`src/rtl/expand_bits.sv`:
```
// expand_bits: widens IW-bit signed samples to OW-bit signed samples on a
// valid/ready stream using one of four LSB fill / extension rules.
// A registered output stage and a one-entry skid buffer give full throughput
// with a registered in_ready.
//
// Build option: define EXPAND_BITS_DITHER_EN to include the 16-bit LFSR and
// the DITHER_FILL rule. When it is undefined there is no LFSR, and TYPE=2
// falls back to MID_FILL.

module expand_bits #(
    parameter int TYPE = 0,
    parameter int IW   = 12,
    parameter int OW   = IW + 4
) (
    input  logic          clk,
    input  logic          rst,
    input  logic [IW-1:0] in,
    input  logic          in_valid,
    output logic          in_ready,
    output logic [OW-1:0] out,
    output logic          out_valid,
    input  logic          out_ready
);

    // Number of bits added below (or above, for sign extension) the sample.
    localparam int D = OW - IW;

    // Fill pattern that lands in the centre of the truncation bin: 100...0.
    localparam logic [D-1:0] MID_PAT = D'(1) << (D - 1);

    // Rule encodings.
    localparam int T_ZERO  = 0;
    localparam int T_MID   = 1;
    localparam int T_DITH  = 2;
    localparam int T_SIGN  = 3;

    // Storage: output register plus one skid entry.
    logic [OW-1:0] out_q,  out_d;
    logic          out_valid_q, out_valid_d;
    logic [OW-1:0] skid_q, skid_d;
    logic          skid_valid_q, skid_valid_d;
    logic          in_ready_q, in_ready_d;

    // Handshake events on this cycle.
    logic          in_xfer;
    logic          out_xfer;

    // Widened version of the incoming sample.
    logic [OW-1:0] wide;

    assign in_xfer   = in_valid && in_ready_q;
    assign out_xfer  = out_valid_q && out_ready;

    assign in_ready  = in_ready_q;
    assign out       = out_q;
    assign out_valid = out_valid_q;

`ifdef EXPAND_BITS_DITHER_EN
    // Galois LFSR supplying the dither bits.
    localparam logic [15:0] LFSR_SEED = 16'hACE1;
    localparam logic [15:0] LFSR_MASK = 16'hB400;

    logic [15:0] lfsr_q, lfsr_d;

    // Advance the LFSR once for every accepted sample, hold otherwise.
    always_comb begin
        lfsr_d = lfsr_q;
        if (in_xfer) begin
            if (lfsr_q[0]) begin
                lfsr_d = (lfsr_q >> 1) ^ LFSR_MASK;
            end else begin
                lfsr_d = lfsr_q >> 1;
            end
        end
    end

    // LFSR state register, reseeded on reset.
    always_ff @(posedge clk or posedge rst) begin
        if (rst) begin
            lfsr_q <= LFSR_SEED;
        end else begin
            lfsr_q <= lfsr_d;
        end
    end
`endif

    // Compute the wide value for the selected rule from the live input.
    always_comb begin
        wide = {in, {D{1'b0}}};
        case (TYPE)
            T_ZERO: wide = {in, {D{1'b0}}};
            T_MID:  wide = {in, MID_PAT};
`ifdef EXPAND_BITS_DITHER_EN
            T_DITH: wide = {in, lfsr_q[D-1:0]};
`else
            T_DITH: wide = {in, MID_PAT};
`endif
            T_SIGN: wide = {{D{in[IW-1]}}, in};
            default: wide = {in, {D{1'b0}}};
        endcase
    end

    // Route accepted samples through output register and skid in order.
    always_comb begin
        out_d        = out_q;
        out_valid_d  = out_valid_q;
        skid_d       = skid_q;
        skid_valid_d = skid_valid_q;

        if (in_xfer) begin
            if (skid_valid_q && out_xfer) begin
                out_d        = skid_q;
                out_valid_d  = 1'b1;
                skid_d       = wide;
                skid_valid_d = 1'b1;
            end else if (!out_valid_q || out_xfer) begin
                out_d        = wide;
                out_valid_d  = 1'b1;
            end else begin
                skid_d       = wide;
                skid_valid_d = 1'b1;
            end
        end else if (out_xfer) begin
            if (skid_valid_q) begin
                out_d        = skid_q;
                out_valid_d  = 1'b1;
                skid_valid_d = 1'b0;
            end else begin
                out_valid_d  = 1'b0;
            end
        end

        in_ready_d = !skid_valid_d;
    end

    // Datapath and handshake registers; reset drops every held sample.
    always_ff @(posedge clk or posedge rst) begin
        if (rst) begin
            out_q        <= '0;
            out_valid_q  <= 1'b0;
            skid_q       <= '0;
            skid_valid_q <= 1'b0;
            in_ready_q   <= 1'b1;
        end else begin
            out_q        <= out_d;
            out_valid_q  <= out_valid_d;
            skid_q       <= skid_d;
            skid_valid_q <= skid_valid_d;
            in_ready_q   <= in_ready_d;
        end
    end

endmodule

```
`config.mk`:
```
export PLATFORM = sky130hd
export DESIGN_NAME = expand_bits
export DESIGN_NICKNAME = d
export VERILOG_FILES = /design/src/rtl/expand_bits.sv
export SDC_FILE = /design/constraint.sdc
export NUM_CORES = 1
export LEC_CHECK = 0
export CAP_MARGIN = 20
export CORE_AREA = 2 2 46 70
export DETAILED_ROUTE_END_ITERATION = 6
export DIE_AREA = 0 0 48 72
export GPL_ROUTABILITY_DRIVEN = 0
export PLACE_DENSITY = 0.75
export SKIP_LAST_GASP = 1
export SLEW_MARGIN = 20
export SYNTH_ARGS = -nofsm -noshare
export SYNTH_HDL_FRONTEND = slang
export SYNTH_SLANG_ARGS = --single-unit
export TNS_END_PERCENT = 100
```
`constraint.sdc`:
```
create_clock -name clk -period 1.6 [get_ports clk]
set_input_delay 0.16 -clock clk [delete_from_list [all_inputs] [get_ports clk]]
set_output_delay 0.16 -clock clk [all_outputs]
set_load 0.01 [all_outputs]
```
==> results of run 1 <==
synth_stat cells, drive strengths merged:
cell type and instances:
nand4 12, a21oi 13, a31oi 12, conb 1
dfrtp 26, mux2 12, inv 2, clkbuf 5
nand2b 1, and3 1, nand3 1, o2111ai 1
nand2 4, dfstp 1, and2 1, o21ai 14
a22o 1, o21a 1, buf 8
area by class of cell:
| class | count | area share |
|---|---|---|
| inverter | 2 | 0.00433 |
| timing repair buffer | 42 | 0.238 |
| multi-input combinational | 78 | 0.313 |
| tap | 39 | 0.0281 |
| clock buffer | 4 | 0.0260 |
| sequential | 27 | 0.390 |
power groups by stage:
| stage | logic [W] | registers (W) | clock network [W] |
|---|---|---|---|
| global placement | 0.00157 | 0.00129 | 0 |
| detailed placement | 0.00161 | 0.00132 | 0 |
| CTS | 0.00168 | 0.00128 | 0.000377 |
| finish | 0.00168 | 0.00129 | 0.000371 |
| global route | 0.00185 | 0.00133 | 0.000419 |
| floorplan | 0.000894 | 0.00134 | 0 |
logic make-up after synthesis:
logic type | after synthesis | synth area share
mux | 12 | 0.134
buf+inv | 15 | 0.0640
other cells | 1 | 0.00290
simple gates | 20 | 0.0882
flops | 27 | 0.524
compound gates | 42 | 0.187
final timing paths:
path	start	end	slack, ps	cells after the start
worst min register to register	skid_q[5]	skid_q[5]	520	1
worst max register to register	in_ready	skid_q[13]	150	4
worst min-delay path	rst	skid_q[12]	190	2
min in group clk	in[8]	out[12]	510	3
worst max-delay path	in_ready	in_ready	70	1
max in group asynchronous	rst	skid_q[5]	970	3
through the flow:
| step | utilization | worst slack [ps] | cell area [µm²] | power (W) |
|---|---|---|---|---|
| after floorplan | - | 247 | 1300 | 0.00223 |
| after global placement | 0.587 | 20.7 | 1670 | 0.00287 |
| after detailed placement | 0.587 | -12.0 | 1670 | 0.00293 |
| after CTS | 0.608 | 71.4 | 1730 | 0.00334 |
| after global routing | 0.608 | 29.3 | 1730 | 0.00361 |
| final | 0.608 | 73.0 | 1730 | 0.00334 |
state kept, by name, indices dropped and copies added (netlist names):
name and flops:
out 12, skid_valid_q 1, out_valid 1, in_ready 1, skid_q 12
layer usage:
metal  part of all wire  routed length (µm)  vias up
met3              0.051                 156        6
met1               0.40                1230      526
met2               0.52                1600       49
li1                   -                   -      501
met5                  0                   0        -
met4              0.021                  65        0
what timing repair did:
| item | 4_1_cts | 5_1_grt |
|---|---|---|
| setup endpoints to repair | 1 | 0 |
| setup buffers | 2 | 0 |
| endpoints found under the hold margin | 0 | 0 |
==> flow_summary_export.csv, run 1 <==
group,metric,value,unit
outcome,status,"finished clean",
floorplan,die_h,72,µm
global_routing,grt_max_degree,19,
finish,n_antenna_cell,0,
place,placed_cells,186,
drt,vias,1082,
clock_network,cts_max_level,1,
floorplan,rows,24,
hold_path,hp-class,"input pin to async pin",
timing,fin_setup_tns,0,ps
finish,final_cell_count_no_fill,192,
clock_network,clock_latency,260,ps
synth,ys_types,22,
finish,layout-drive-gt1-share,0.196,
drt,antenna_left,0,
clock_network,cts_tree,"yes",
floorplan,dieArea,3460,µm²
clock_network,path_clk_slew,90,ps
power_and_ir_drop,p_comb_frac,0.504,
synth,ys_seq_area_frac,0.524,
finish,layout_common_cells,"clkdlybuf4s50_1 (29), dfrtp_1 (26), o21ai_0 (14)",
timing,slew_violations,0,
timing,finalCriticalPeriod,1530,ps
drt,routed_wl,3.05,mm
clock_network,clock-sinks,27,
synth,ys_ff_latch,27,
worst_setup_path,crit_family,"flip-flops",
clock_network,ctsResizeCount,0,
clock_network,ctsRootBufferMaster,"clkbuf_8",
worst_setup_path,crit_type,"flop to output port",
worst_setup_path,crit_chain,"clkdlybuf4s50_1",
global_routing,gr-total-overflow,0,
global_routing,grt_use_met1,0.257,
place,dp.final_hpwl,2.18,mm
power_and_ir_drop,clkPwrFrac,0.111,
run,max-cap-violations,0,
power_and_ir_drop,netSwitchingFraction,0.351,
floorplan,start_util,0.453,
finish,fin_nets,170,
synth,yosys.area.top_type_share,0.504,
floorplan,core,2850,µm²
worst_setup_path,required,1440,ps
floorplan,io_pins,34,
drt,drtIter0Drc,19,
synth,ys_top_cells_by_area,"dfrtp_1 (50%), mux2_4 (12%), a31oi_1 (5.8%)",
global_routing,grt_pass1_wl,5.02,mm
worst_setup_path,cp-start-kind,"flop",
global_routing,track_usage,0.198,
finish,fillerInstances,226,
power_and_ir_drop,ir_drop,0.00108,V
synth,synth_top_area_cell,"dfrtp_1",
timing,hold_viol,0,
drt,drt-wirelength-per-cell,15.9,µm
timing,setup-violations-final,0,
finish,regArea,677,µm²
worst_setup_path,critPathBufInv,1,
power_and_ir_drop,power_frac_seq,0.385,
drt,avgViaCountPerCell,5.64,
drt,drc,0,
power_and_ir_drop,p_leak,0.742,nW
timing,rsz0062_at_grt,"false",
worst_setup_path,critical_path.max_fanout,4,
power_and_ir_drop,p_switching,0.00117,W
global_routing,met2_usage,0.308,
worst_setup_path,arrival,1370,ps
global_routing,globalRoute.busiestLayer,"met2",
finish,multi_input_comb_area,543,µm²
synth,syn_inst,117,
clock_network,clk_path_buf_depth,2,
synth,yosys_warnings,0,
drt,firstDrtPassIters,4,
timing,hold_slack,194,ps
global_routing,grt_antenna_before_repair,0,
worst_setup_path,crit_slowest_cell,"dfstp_2",
finish,layout_commonest_cell,"clkdlybuf4s50_1",
synth,syn-cell-area,1290,µm²
worst_setup_path,cpPeakStageDelay,570,ps
power_and_ir_drop,p_int,0.00217,W
finish,areaGrowthSynthToFinish,34.3,%
global_routing,grt_pass1_vias,1104,
timing,max_freq,0.655,GHz
timing,clock_skew,1.74,ps
global_routing,grtUsageMet3,0.0174,
clock_network,numCtsBuffers,3,
synth,syn_area_per_cell,11.0,µm²
timing,finalCritPeriodShare,0.954,
floorplan,die_w,48,µm
place,port_buffers,29,
clock_network,ctsHoldBuffers,0,
power_and_ir_drop,p_per_area,1930,nW/µm²
worst_setup_path,setup.worst_path.end_class,"output port",
No activity file was read; power rests on OpenSTA's default activity.
==> run 2: changes to the inputs <==
Settings changed: SLEW_MARGIN 20 to default.
==> results of run 2 <==
Final layout, timing and power as in run 1 (identical DEF).
==> run 3: changes to the inputs <==
Settings changed: CAP_MARGIN 20 to default.
==> results of run 3 <==
Final layout, timing and power as in run 1 (identical DEF).
